**config.mk**
```make
export PLATFORM = sky130hd
export DESIGN_NAME = kaktovik_scan_driver
export DESIGN_NICKNAME = d
export VERILOG_FILES = /design/src/rtl/kaktovik_scan_driver.sv
export SDC_FILE = /design/constraint.sdc
export NUM_CORES = 1
export LEC_CHECK = 0
export BUFFER_PORTS_ARGS = -buffer_cell sky130_fd_sc_hd__buf_4
export CAP_MARGIN = 20
export CORE_ASPECT_RATIO = 0.5
export CORE_MARGIN = 2
export CORE_UTILIZATION = 50
export CTS_CLUSTER_SIZE = 20
export DETAILED_ROUTE_END_ITERATION = 16
export PLACE_DENSITY = 0.68
export RECOVER_POWER = 50
export SLEW_MARGIN = 20
export SYNTH_ARGS = -nofsm -noshare
export SYNTH_HDL_FRONTEND = slang
export SYNTH_SLANG_ARGS = --single-unit
```
**constraint.sdc**
```tcl
create_clock -name clk -period 4.55 [get_ports clk]
set_input_delay 0.2275 -clock clk [delete_from_list [all_inputs] [get_ports clk]]
set_output_delay 0.2275 -clock clk [all_outputs]
set_load 0.02 [all_outputs]
```
**src/rtl/kaktovik_scan_driver.sv**
```systemverilog
// Kaktovik scan driver: converts a 16-bit value to four base-20 digits by
// serial restoring division, double-buffers them, and time-multiplexes the
// digit outputs across four one-hot enables with ripple-blank support.
module kaktovik_scan_driver #(
  parameter int unsigned SCAN_DIV = 1024
) (
  input  logic        clk,
  input  logic        rst,
  input  logic        load,
  input  logic [15:0] value,
  input  logic        blank_lz,
  output logic        busy,
  output logic        done,
  output logic [4:0]  digit_code,
  output logic        rbi,
  output logic [3:0]  sel
);

  localparam int unsigned PW = $clog2(SCAN_DIV);
  localparam logic [PW-1:0] PLast = PW'(SCAN_DIV - 1);

  typedef enum logic [0:0] {StIdle, StConv} state_e;

  state_e           state;
  logic [15:0]      work;
  logic [4:0]       rem;
  logic [3:0]       bit_cnt;
  logic [1:0]       dig_cnt;
  logic [3:0][4:0]  pend;
  logic [3:0][4:0]  disp;

  logic [PW-1:0]    presc;
  logic [1:0]       idx;

  logic [5:0]       trial;
  logic             ge20;
  logic [4:0]       rem_nxt;
  logic [15:0]      work_nxt;
  logic             finish;
  logic [3:0][4:0]  disp_nxt;
  logic             wrap;
  logic [1:0]       idx_nxt;

  // One division step, end-of-conversion detect and scan-index advance.
  always_comb begin
    trial    = {rem, work[15]};
    ge20     = (trial >= 6'd20);
    rem_nxt  = ge20 ? 5'(trial - 6'd20) : trial[4:0];
    work_nxt = {work[14:0], ge20};
    finish   = (state == StConv) && (bit_cnt == 4'd15) && (dig_cnt == 2'd3);
    disp_nxt = disp;
    // The last remainder goes straight to the display alongside the pending ones.
    if (finish) disp_nxt = {rem_nxt, pend[2], pend[1], pend[0]};
    wrap    = (presc == PLast);
    idx_nxt = wrap ? idx + 2'd1 : idx;
  end

  // Conversion FSM: 4 digits x 16 division steps, then publish to the display.
  always_ff @(posedge clk) begin
    if (rst) begin
      state   <= StIdle;
      busy    <= 1'b0;
      done    <= 1'b0;
      work    <= '0;
      rem     <= '0;
      bit_cnt <= '0;
      dig_cnt <= '0;
      pend    <= '0;
      disp    <= '0;
    end else begin
      done <= 1'b0;
      case (state)
        StIdle: begin
          if (load) begin
            work    <= value;
            rem     <= '0;
            bit_cnt <= '0;
            dig_cnt <= '0;
            busy    <= 1'b1;
            state   <= StConv;
          end
        end
        StConv: begin
          bit_cnt <= bit_cnt + 4'd1;
          work    <= work_nxt;
          if (bit_cnt == 4'd15) begin
            // Quotient stays in work as the dividend for the next digit.
            rem           <= '0;
            pend[dig_cnt] <= rem_nxt;
            dig_cnt       <= dig_cnt + 2'd1;
            if (dig_cnt == 2'd3) begin
              disp  <= disp_nxt;
              done  <= 1'b1;
              busy  <= 1'b0;
              state <= StIdle;
            end
          end else begin
            rem <= rem_nxt;
          end
        end
        default: state <= StIdle;
      endcase
    end
  end

  // Free-running scan prescaler; sel and digit_code are loaded from next-state
  // values so they always match the current index and display contents.
  always_ff @(posedge clk) begin
    if (rst) begin
      presc      <= '0;
      idx        <= '0;
      sel        <= 4'b0001;
      digit_code <= '0;
    end else begin
      presc      <= wrap ? '0 : presc + PW'(1);
      idx        <= idx_nxt;
      sel        <= 4'b0001 << idx_nxt;
      digit_code <= disp_nxt[idx_nxt];
    end
  end

  // Ripple-blank: a zero digit is blanked only if every more-significant digit is zero.
  always_comb begin
    case (idx)
      2'd3:    rbi = ~blank_lz;
      2'd2:    rbi = ~blank_lz | (disp[3] != 5'd0);
      2'd1:    rbi = ~blank_lz | (disp[3] != 5'd0) | (disp[2] != 5'd0);
      default: rbi = 1'b1;
    endcase
  end

endmodule

```
[Word level (Yosys, flattened, before mapping)]
Cells that the tools add are included.
Operators by class
  order comparisons: 4
  reductions and logical operators: 11
  div/mod/pow operators: 0
  $add $sub $neg: 5
  shift-type cells: 1
  bitwise operators: 5
  eq/ne operators: 9
  $mul: 0
  multiplexer cells: 28
Operators by type and width (count)
  16-bit case mux with 2 select lines: 1
  5-bit 2-to-1 mux: 5
  20-bit bitwise mux: 1
  20-bit 2-to-1 mux: 1
  16-bit 2-to-1 mux: 1
  10-bit by 1-bit adder with 10-bit output (second input constant): 1
  5-bit binary-select mux with 2-bit select: 1
  5-bit demux with 2-bit select: 1
  10-bit == test (second input constant): 1
  5-bit case mux with 2 select lines: 1
  5-bit nonzero test: 2
  4-bit case mux with 2 select lines: 1
  1-bit 2-to-1 mux: 7
  2-bit == test (second input constant): 3
  6-bit by 5-bit >= comparator with 1-bit output (second input constant): 1
  2-bit by 3-bit less-than comparator with 1-bit output (second input constant): 2
  2-bit 2-to-1 mux: 3
  3-bit AND reduction: 2
  5-bit subtractor (second input constant): 1
  2-bit by 1-bit adder with 2-bit output (second input constant): 2
  4-bit by 1-bit adder with 4-bit output (second input constant): 1
  4-bit == test (second input constant): 1
  4-bit 2-to-1 mux: 1
  2-bit by 1-bit inequality test with 1-bit output (second input constant): 2
  13 further kinds: 20
Storage, ports and cells
  register bits: 91
  ROM bits: 0
  output and inout port bits: 12
  latch bits: 0
  memory bits (writable): 0
  memories kept: 0
  word-level logic and storage cells: 82

[Logic depth before layout (Yosys ltp)]
Gate-level depths: netlist (run 1).
  word-level depth: 6
  mapped depth: 9
  mapped depth without buffers: 7

[Least setup slack after synthesis (run 1)]
Ideal clock, no wire load.
  path type: flip-flop to flip-flop
  start: register presc[0]
  end: register digit_code[3]
  arrival: 1.940 ns
  setup time: 0.119 ns
  stages on the path, launching flop included: 8
  buffers on the path: 1
  clock period less this slack: 2.059 ns
  setup slack: 2.491 ns
  cell sequence: dfxtp_1 ha_1 and4_1 buf_2 a31oi_1 nor2_4 mux4_2 o2bb2ai_1
On the way
  word-level cells in the longest chain between the ends: 4
Ends and longest elaborated chain
  from (decl): line 32  | logic [PW-1:0] presc;
  from (signal assigned): line 115  | presc <= wrap ? '0 : presc + PW'(1);
  10-bit == test: line 54  | wrap = (presc == PLast);
  2-bit 2-to-1 mux: line 55  | idx_nxt = wrap ? idx + 2'd1 : idx;
  5-bit binary-select mux with 2-bit select: line 118  | digit_code <= disp_nxt[idx_nxt];
  5-bit 2-to-1 mux (implied by the code): line 118
  to (signal assigned): line 118
  to (decl): line 14  | output logic [4:0] digit_code,
Every way passes these cells. The select of a mux whose other input is x is not followed.
A chain may end at the register's enable or synchronous reset.

[Final worst setup path (run 1)]
  start: register state
  end: register digit_code[2]
On the way
  word-level cells in the longest chain between the ends: 5
Ends and longest elaborated chain
  from (decl): line 24  | state_e state;
  from (signal assigned): line 61  | state <= StIdle;
  from (signal assigned): line 80  | state <= StConv;
  from (signal assigned): line 95  | state <= StIdle;
  1-bit logical AND (2 in series): line 50  | finish = (state == StConv) && (bit_cnt == 4'd15) && (dig_cnt == 2'd3);
  20-bit 2-to-1 mux: line 53  | if (finish) disp_nxt = {rem_nxt, pend[2], pend[1], pend[0]};
  5-bit binary-select mux with 2-bit select: line 118
  5-bit 2-to-1 mux (implied by the code): line 118
Every way passes these cells. The select of a mux whose other input is x is not followed.

==> flow_metrics.py, run 1 <==
metrics = {
    "timing": {
        "totalNegativeSetupSlack_ns": 0,
        "fmax_mhz": 324,
        "timing.hold.ws_ns": 0.251,
        "rsz0062_at_grt": "false",
        "slew-limit-headroom": 0.382,
        "timing_hold_violations_final": 0,
        "layout_worst_path_cycle_share": 0.678,
        "final_period_minus_worst_setup_slack_ns": 3.09,
        "final-max-slew-violation-count": 0,
        "timing.clock.skew_ns": 0.00622,
        "final-setup-viol-count": 0,
        "worst_slew_pin_slew_ns": 0.927,
    },
    "global_routing": {
        "grt_max_degree": 86,
        "groute.usage.overall": 0.210,
        "number_of_antenna_violations_at_the_first_check_in_global_routing": 0,
        "grt_pass1_vias": 2890,
        "grt_pass1_wl_um": 14300,
        "grt_overflow_total": 0,
    },
    "cells_and_area": {
        "layout-drive-gt1-share": 0.0922,
        "final_net_count": 516,
        "layoutNonFillerInstCount": 596,
        "nFillCells": 702,
        "area_growth_syn_to_layout_pct": 12.5,
        "antenna-diode-count": 0,
    },
    "job": {
        "maxCapViolCount": 0,
    },
    "setup_path": {
        "reg2reg_slack_ns": 1.46,
        "reg2regPathDepth": 8,
        "worstPathMaxFanout": 43,
        "critical_path_start": "state",
        "worst-endpoint-arrival_ns": 3.34,
        "crit_end": "digit_code[2]",
        "critical_path_required_ns": 4.80,
        "worst_setup_path_start_kind": "register",
        "critical_path.endpoint_type": "register",
        "critical_path_class": "register to register",
        "regToRegEndpoint": "digit_code[2]",
        "rr_startpoint": "state",
    },
    "placed_design": {
        "place.gp.congestion": 0.789,
        "detailed_place_hpwl_um": 5980,
        "dp.cells": 581,
        "buffer_ports.inserted": 31,
    },
    "synthesis": {
        "syn_area_um2": 4000,
        "synth-seq-cells": 86,
        "synth.top_cell.area_share": 0.430,
        "synth-main-ff-cell": "sky130_fd_sc_hd__dfxtp_1",
        "postSynthNetCount": 501,
        "synth_commonest_cells": "sky130_fd_sc_hd__dfxtp_1, sky130_fd_sc_hd__nand2_1, sky130_fd_sc_hd__a21oi_1, sky130_fd_sc_hd__nor2_1, sky130_fd_sc_hd__mux2i_1",
        "netlist_top_cells_area": "sky130_fd_sc_hd__dfxtp_1, sky130_fd_sc_hd__a21oi_1, sky130_fd_sc_hd__mux2i_1",
        "synth.lib_cells_used.distinct": 47,
        "synth.yosys.seq_area_share": 0.430,
        "synth.most_common_cell": "sky130_fd_sc_hd__dfxtp_1",
        "postSynth.asyncResetShare": 0,
        "synth_edf_count": 0,
        "yosysWarningCount": 0,
        "syn-instance-count": 469,
        "cell_type_contributing_the_most_total_cell_area_after_synthesis": "sky130_fd_sc_hd__dfxtp_1",
        "post_synth.cell_area_avg_um2": 8.53,
    },
    "clocking": {
        "worst_setup_hold_path_clk_slew_ns": 0.06,
        "worst_skew_late_latency_ns": 0.33,
        "cts-resized-gates": 0,
        "clock_tree_from_tritoncts": "done",
        "cts_hold_buffers": 0,
        "cts.sink_count": 86,
        "cts_max_path_buffers": 2,
        "number_of_clock_buffers_inserted_by_tritoncts": 9,
        "htree_levels": 3,
        "postCtsSetupRepairBufs": 0,
        "clock-root-buffer": "sky130_fd_sc_hd__clkbuf_16",
    },
    "floorplan": {
        "die_area_um2": 8770,
        "initial_core_util": 0.530,
        "row_count": 22,
        "io-pin-count": 32,
        "core_area_um2": 7540,
        "dieHeight_um": 67.2,
        "dieWidth_um": 130,
    },
    "route": {
        "routedWlPerCell_um": 14.7,
        "detailedRoute.firstPassIterationCount": 5,
        "vias": 3299,
        "detail_route.vias_per_cell": 5.54,
        "route.final.wire_length_um": 8770,
        "route.antenna.remaining_nets": 0,
        "route.detailed.drc": 0,
        "number_of_drc_markers_in_iteration_0": 233,
    },
    "pwr": {
        "leakage_uw": 0.00169,
        "vdd.ir_drop.worst_v": 0.000201,
        "power_density_nw_per_um2": 348,
    },
    "outcome": {
        "outcome": "finished clean",
    },
    "worst_hold_path": {
        "hold_path_class": "input pin to register",
    },
}
==> worst max-delay path: stages, from the launching register on <==
cell and delay (ns):
sky130_fd_sc_hd__dfxtp_1 0.30, sky130_fd_sc_hd__buf_4 0.35, sky130_fd_sc_hd__and4_1 0.25, sky130_fd_sc_hd__clkbuf_1 0.70, sky130_fd_sc_hd__nand2_1 0.32, sky130_fd_sc_hd__buf_4 0.31
sky130_fd_sc_hd__nor4b_1 0.48, sky130_fd_sc_hd__o21ai_0 0.17, sky130_fd_sc_hd__o211ai_1 0.11
==> report_power, final <==
group | internal [uW] | switching, uW | leakage, uW
sequential | 767 | 10.2 | 0.000697
combinational | 31.7 | 43.6 | 0.000854
clock | 438 | 273 | 0.000137
==> per-layer routing <==
metal / routed length (um) / global-route usage / vias up / part of all wire
li1: - / - / 1682 / -
met1: 4370 / 0.289 / 1514 / 0.50
met2: 3760 / 0.324 / 93 / 0.43
met3: 555 / 0.0634 / 10 / 0.063
met4: 93 / 0.0585 / 0 / 0.011
met5: 0 / 0 / - / 0
==> cell type report <==
cell class	instances	area [um2]	share of cell area
Clock inverter	1	30.0	0.00667
Tap cell	108	135	0.0300
Multi-Input combinational cell	341	2100	0.466
Timing Repair Buffer	36	225	0.0500
Clock buffer	14	254	0.0564
Inverter	10	37.5	0.00834
Sequential cell	86	1720	0.383
==> flip-flops by register name, indices dropped and copies added, names as in the netlist <==
name	count
busy	1
work	16
pend	15
disp	20
digit_code	5
done	1
state	1
presc	10
sel	4
bit_cnt	4
rem	5
dig_cnt	2
idx	2
==> how the worst min path moves through the flow <==
| stage | end | slack (ns) | cells past startpoint | startpoint |
|---|---|---|---|---|
| finish | work[10] | 0.25 | 5 | value[10] |
| global route | work[15] | 0.27 | 5 | value[15] |
| CTS | work[14] | 0.25 | 5 | value[14] |
| detailed placement | disp[6] | 0.45 | 2 | disp[6] |
| global placement | disp[8] | 0.45 | 2 | disp[8] |
| floorplan | disp[9] | 0.43 | 2 | disp[9] |
==> cell families after synthesis <==
| kind of cell | synth area share |
|---|---|
| muxes | 0.0885 |
| buffers and inverters | 0.0416 |
| adders and majority gates | 0.0375 |
| and+or+nand+nor | 0.224 |
| AOI/OAI and AO/OA | 0.161 |
| xor gates and xnor gates | 0.0175 |
| DFF | 0.430 |
==> metrics by stage <==
stage | utilization | instance area, um2 | setup slack (ns) | total power (uW)
2_1_floorplan | - | 4000 | 2.49 | 846
3_3_place_gp | 0.567 | 4280 | 2.20 | 869
3_5_place_dp | 0.567 | 4280 | 2.13 | 870
4_1_cts | 0.605 | 4560 | 2.12 | 1580
5_1_grt | 0.597 | 4500 | 1.13 | 1620
6_report | 0.597 | 4500 | 1.46 | 1560
==> placed cells by master (no fill, tap or decap), types with 4 or more instances in the layout <==
master	count
sky130_fd_sc_hd__nand2_1	61
sky130_fd_sc_hd__nand2b_1	5
sky130_fd_sc_hd__ha_1	12
sky130_fd_sc_hd__nor3_1	13
sky130_fd_sc_hd__dfxtp_1	86
sky130_fd_sc_hd__xnor2_1	5
sky130_fd_sc_hd__nor3b_1	4
sky130_fd_sc_hd__buf_4	24
sky130_fd_sc_hd__a32oi_1	4
sky130_fd_sc_hd__nand3_1	19
sky130_fd_sc_hd__mux2i_1	23
sky130_fd_sc_hd__nand4_1	5
sky130_fd_sc_hd__o31ai_1	4
sky130_fd_sc_hd__a22oi_1	4
sky130_fd_sc_hd__mux4_2	5
sky130_fd_sc_hd__clkbuf_1	16
sky130_fd_sc_hd__a21oi_1	60
sky130_fd_sc_hd__a21boi_0	5
sky130_fd_sc_hd__o21ai_0	8
sky130_fd_sc_hd__and3_1	8
sky130_fd_sc_hd__clkbuf_16	9
sky130_fd_sc_hd__a211oi_1	4
sky130_fd_sc_hd__a311oi_1	4
sky130_fd_sc_hd__nor2_1	54
sky130_fd_sc_hd__inv_1	10
Power figures use the tool's default switching activity.
==> run 2, diff against run 1 <==
--- a/config.mk
+++ b/config.mk
@@ -12,7 +12,7 @@
 export CORE_UTILIZATION = 50
 export CTS_CLUSTER_SIZE = 20
 export DETAILED_ROUTE_END_ITERATION = 16
-export PLACE_DENSITY = 0.68
+export PLACE_DENSITY = 0.71
 export RECOVER_POWER = 50
 export SLEW_MARGIN = 20
 export SYNTH_ARGS = -nofsm -noshare
==> constraint.sdc (replaced) <==
create_clock -name clk -period 2.55 [get_ports clk]
set_input_delay 0.1275 -clock clk [delete_from_list [all_inputs] [get_ports clk]]
set_output_delay 0.1275 -clock clk [all_outputs]
set_load 0.02 [all_outputs]
==> run 2 against run 1 <==
Against the previous run:
- clock skew shrank 0.0033 ns
- critical path depth shrank 2
- global-route usage grew 0.92 points
- clock power grew 76%
==> flow_metrics.py, run 2 (synthesis gave the netlist of run 1 again) <==
metrics = {
    "clocking": {
        "htree_levels": 3,
        "postCtsSetupRepairBufs": 0,
        "worst_setup_hold_path_clk_slew_ns": 0.06,
        "worst_skew_late_latency_ns": 0.33,
        "clock_tree_from_tritoncts": "done",
        "cts_hold_buffers": 0,
        "cts_max_path_buffers": 2,
        "clock-root-buffer": "sky130_fd_sc_hd__clkbuf_16",
        "number_of_clock_buffers_inserted_by_tritoncts": 9,
        "cts-resized-gates": 0,
        "cts.sink_count": 86,
    },
    "cells_and_area": {
        "layout-drive-gt1-share": 0.109,
        "final_net_count": 522,
        "layout.cells.most_common": "sky130_fd_sc_hd__dfxtp_1",
        "utilization": 0.605,
        "largest_register": "disp",
        "largest_register_ff_count": 20,
        "layoutNonFillerInstCount": 602,
        "largest_registers": "disp: 20 flops, work: 16 flops, pend: 15 flops",
        "layout.cells.most_common_list": "sky130_fd_sc_hd__dfxtp_1, sky130_fd_sc_hd__nand2_1, sky130_fd_sc_hd__a21oi_1",
        "area_growth_syn_to_layout_pct": 14.1,
        "antenna-diode-count": 0,
    },
    "setup_path": {
        "worst_setup_path_start_kind": "register",
        "worst-endpoint-arrival_ns": 2.54,
        "critical_path_class": "register to register",
        "worstPathMaxFanout": 13,
        "critical_path_required_ns": 2.77,
        "critical_path.endpoint_type": "register",
    },
    "floorplan": {
        "core_area_um2": 7540,
        "io-pin-count": 32,
        "die_area_um2": 8770,
        "dieHeight_um": 67.2,
        "dieWidth_um": 130,
        "row_count": 22,
        "initial_core_util": 0.530,
    },
    "route": {
        "route.antenna.remaining_nets": 0,
        "detail_route.vias_per_cell": 5.53,
        "route.final.wire_length_um": 8980,
        "vias": 3331,
        "route.detailed.drc": 0,
        "number_of_drc_markers_in_iteration_0": 189,
        "detailedRoute.firstPassIterationCount": 4,
        "routedWlPerCell_um": 14.9,
    },
    "timing": {
        "totalNegativeSetupSlack_ns": 0,
        "rsz0062_at_grt": "false",
        "final-setup-viol-count": 0,
        "timing.clock.skew_ns": 0.00293,
        "final_period_minus_worst_setup_slack_ns": 2.31,
        "timing_hold_violations_final": 0,
        "slew-limit-headroom": 0.427,
        "final-max-slew-violation-count": 0,
        "timing.final.ws_setup_ns": 0.235,
        "layout_worst_path_cycle_share": 0.908,
        "worst_slew_pin_slew_ns": 0.860,
        "fmax_mhz": 432,
    },
    "global_routing": {
        "met2_track_utilization_from_global_routing": 0.327,
        "groute.usage.overall": 0.219,
        "grt_overflow_total": 0,
        "grt_pass1_wl_um": 14800,
        "grt_max_degree": 86,
        "number_of_antenna_violations_at_the_first_check_in_global_routing": 0,
        "use_met3": 0.0666,
        "grt_pass1_vias": 3047,
        "grt-busiest-layer": "met2",
        "grt.met1_usage": 0.304,
    },
    "worst_hold_path": {
        "hold_path_class": "input pin to register",
    },
    "pwr": {
        "leakage_uw": 0.00174,
        "vdd.ir_drop.worst_v": 0.000330,
        "power_density_nw_per_um2": 608,
    },
    "placed_design": {
        "place_ws_ns": 0.343,
        "buffer_ports.inserted": 31,
        "detailed_place_hpwl_um": 5980,
        "dp.cells": 587,
        "place.gp.congestion": 0.861,
    },
    "outcome": {
        "outcome": "finished clean",
    },
    "job": {
        "maxCapViolCount": 0,
    },
}
run 2: cell count changes in the layout (fill, tap and decap cells not counted), sizes merged:
| cell | before | now |
|---|---|---|
| buf | 24 | 30 |
| clkbuf | 26 | 27 |
| bufinv | 1 | 0 |
run 2: through the flow:
step                      area [um2]  hold WS, ns  total power [uW]
after global placement          4320        0.444              1550
after global routing            4560        0.173              2880
final                           4560        0.147              2770
after detailed placement        4320        0.448              1550
after CTS                       4610        0.139              2800
after floorplan                 4000        0.364              1510
run 2: final cells by class:
type / count / area, um2
Fill cell: 690 / 2980
Multi-Input combinational cell: 341 / 2110
Sequential cell: 86 / 1720
Clock buffer: 15 / 288
Timing Repair Buffer: 42 / 270
Tap cell: 108 / 135
Inverter: 10 / 37.5
run 2: critical path: stages (launching register included):
cell	delay, ns
sky130_fd_sc_hd__dfxtp_1	0.36
sky130_fd_sc_hd__ha_1	0.28
sky130_fd_sc_hd__and4_1	0.40
sky130_fd_sc_hd__nand4_1	0.46
sky130_fd_sc_hd__a21boi_0	0.32
sky130_fd_sc_hd__o41ai_1	0.08
sky130_fd_sc_hd__mux2_2	0.29
run 2: path summary, 6_finish.rpt:
| path | startpoint | endpoint | slack [ns] | cells after the start |
|---|---|---|---|---|
| setup / recovery | presc[0] | digit_code[4] | 0.24 | 6 |
| hold / removal | value[1] | work[1] | 0.15 | 5 |
| setup reg to reg | presc[0] | digit_code[4] | 0.24 | 6 |
| hold reg to reg | pend[12] | pend[12] | 0.46 | 2 |
run 2: layer usage:
layer,vias up,routed length (um)
met2,96,3800
li1,1703,-
met4,0,77
met3,9,557
met5,-,0
met1,1523,4540
run 2: power breakdown:
group,total (uW),internal [uW],switching [uW]
sequential,1380,1370,15.9
clock,1250,762,488
combinational,139,58.2,81.0
==> run 3, diff against run 2 <==
--- a/config.mk
+++ b/config.mk
@@ -9,10 +9,10 @@
 export CAP_MARGIN = 20
 export CORE_ASPECT_RATIO = 0.5
 export CORE_MARGIN = 2
-export CORE_UTILIZATION = 50
+export CORE_UTILIZATION = 54
 export CTS_CLUSTER_SIZE = 20
 export DETAILED_ROUTE_END_ITERATION = 16
-export PLACE_DENSITY = 0.71
+export PLACE_DENSITY = 0.76
 export RECOVER_POWER = 50
 export SLEW_MARGIN = 20
 export SYNTH_ARGS = -nofsm -noshare
==> run 3 against run 2 <==
Against the previous run:
- critical path depth did not move
- core utilization rose by 2.0 points
- final area fell by 0.77%
- maximum frequency fell by 0.26%
- register-to-register slack barely moved
- highest routed layer unchanged
- largest cell class unchanged
- wire length rose by 0.27%
- hold slack got worse by 0.0092 ns
- combinational power barely moved
- critical endpoint is now digit_code[3]
==> flow_metrics.py, run 3 (synthesis gave the netlist of run 1 again) <==
metrics = {
    "outcome": {
        "outcome": "finished clean",
    },
    "route": {
        "routedWlPerCell_um": 15.3,
        "number_of_drc_markers_in_iteration_0": 258,
        "vias": 3379,
        "route.final.wire_length_um": 9000,
        "detailedRoute.firstPassIterationCount": 5,
        "route.antenna.remaining_nets": 0,
        "detail_route.vias_per_cell": 5.73,
        "route.detailed.drc": 0,
    },
    "cells_and_area": {
        "layoutNonFillerInstCount": 590,
        "largest_registers": "disp: 20 flops, work: 16 flops, pend: 15 flops",
        "largest_register_ff_count": 20,
        "layout-drive-gt1-share": 0.111,
        "layout.cells.most_common": "sky130_fd_sc_hd__dfxtp_1",
        "utilization": 0.626,
        "area_growth_syn_to_layout_pct": 13.2,
        "layout.cells.most_common_list": "sky130_fd_sc_hd__dfxtp_1, sky130_fd_sc_hd__nand2_1, sky130_fd_sc_hd__a21oi_1",
        "largest_register": "disp",
        "final_net_count": 523,
        "antenna-diode-count": 0,
    },
    "floorplan": {
        "initial_core_util": 0.553,
        "dieHeight_um": 64.9,
        "die_area_um2": 8150,
        "dieWidth_um": 126,
        "io-pin-count": 32,
        "row_count": 22,
        "core_area_um2": 7240,
    },
    "timing": {
        "worst_slew_pin_slew_ns": 0.856,
        "final-setup-viol-count": 0,
        "final-max-slew-violation-count": 0,
        "fmax_mhz": 431,
        "timing.final.ws_setup_ns": 0.229,
        "rsz0062_at_grt": "false",
        "totalNegativeSetupSlack_ns": 0,
        "slew-limit-headroom": 0.429,
        "final_period_minus_worst_setup_slack_ns": 2.32,
        "layout_worst_path_cycle_share": 0.910,
        "timing.clock.skew_ns": 0.00523,
        "timing_hold_violations_final": 0,
    },
    "global_routing": {
        "grt_pass1_wl_um": 15000,
        "grt_max_degree": 86,
        "grt_pass1_vias": 3142,
        "number_of_antenna_violations_at_the_first_check_in_global_routing": 0,
        "groute.usage.overall": 0.234,
        "grt_overflow_total": 0,
    },
    "placed_design": {
        "place.gp.congestion": 0.805,
        "place_ws_ns": 0.252,
        "buffer_ports.inserted": 31,
        "dp.cells": 576,
        "detailed_place_hpwl_um": 6090,
    },
    "clocking": {
        "cts_hold_buffers": 0,
        "postCtsSetupRepairBufs": 0,
        "cts-resized-gates": 0,
        "worst_setup_hold_path_clk_slew_ns": 0.06,
        "worst_skew_late_latency_ns": 0.34,
        "clock_tree_from_tritoncts": "done",
        "htree_levels": 3,
        "cts.sink_count": 86,
        "clock-root-buffer": "sky130_fd_sc_hd__clkbuf_16",
        "number_of_clock_buffers_inserted_by_tritoncts": 9,
        "cts_max_path_buffers": 2,
    },
    "setup_path": {
        "reg2regPathDepth": 6,
        "critical_path_required_ns": 2.78,
        "worstPathCellList": "ha_1, and4_1, a31oi_1, nor2_4, mux4_2, o2bb2ai_1",
        "worst-endpoint-arrival_ns": 2.55,
        "critical_path.endpoint_type": "register",
        "timing.critical_path.buf_inv": 0,
        "critical_path_class": "register to register",
        "cp_num_cells": 6,
        "critPathTopFamily": "simple AND/OR/NAND/NOR gates",
        "worst_setup_path_start_kind": "register",
        "cpMaxStageDelayCell": "sky130_fd_sc_hd__mux4_2",
        "worstPathMaxFanout": 8,
        "worst_path_largest_cell_delay_ns": 0.54,
    },
    "worst_hold_path": {
        "min_delay_path_depth": 5,
        "hold_path_class": "input pin to register",
    },
    "pwr": {
        "total_net_switching_power_uw": 590,
        "internal_power_uw": 2100,
        "sequentialPowerShare": 0.515,
        "share_clk_of_total_power": 0.433,
        "power_switching_share": 0.220,
        "power_density_nw_per_um2": 594,
        "leakage_uw": 0.00173,
        "comb_power_share": 0.052,
        "vdd.ir_drop.worst_v": 0.000325,
        "totalPowerFinal_uw": 2690,
    },
    "job": {
        "maxCapViolCount": 0,
    },
}
==> run 3: changes by cell type in the layout (fill, tap and decap cells not counted), sizes merged <==
cell | previous run | this run
buf | 30 | 32
clkbuf | 27 | 23
clkinv | 0 | 2
==> run 3: through the flow <==
step,hold WS [ns],area [um2]
after floorplan,0.364,4000
after global placement,0.444,4310
after detailed placement,0.449,4310
after CTS,0.134,4570
after global routing,0.164,4530
final,0.137,4530
==> run 3: cell type report <==
type	count	area [um2]
flip-flops and latches	86	1720
fillers	665	2710
clock inverters	2	10.0
clock buffers	12	246
well taps	96	120
multi-input cells	341	2110
repair buffers	43	282
inverters	10	37.5
==> run 3: power by group through the flow <==
stage	sequential, uW	combinational (uW)	clock (uW)
floorplan	1410	98.1	0
global placement	1410	139	0
detailed placement	1410	142	0
CTS	1380	142	1190
global route	1390	160	1250
finish	1380	140	1170
==> run 3: routing by layer <==
layer  GRT usage  share of wire  up-vias
met4       0.100          0.015        0
met5           0              0        -
li1            -              -     1707
met1       0.308           0.48     1567
met2       0.355           0.44       91
met3      0.0760          0.066       14
==> run 3: final timing paths <==
path / start / to / slack, ns
max: presc[0] / digit_code[3] / 0.23
max reg2reg: presc[0] / digit_code[3] / 0.23
min reg2reg: disp[7] / disp[7] / 0.46
min: value[12] / work[12] / 0.14
==> run 3: worst min-delay path: stages <==
cell                      delay, ns
sky130_fd_sc_hd__buf_4         0.07
sky130_fd_sc_hd__mux2i_1       0.05
sky130_fd_sc_hd__nor2_1        0.08
sky130_fd_sc_hd__a21oi_1       0.04
sky130_fd_sc_hd__nor2_1        0.07
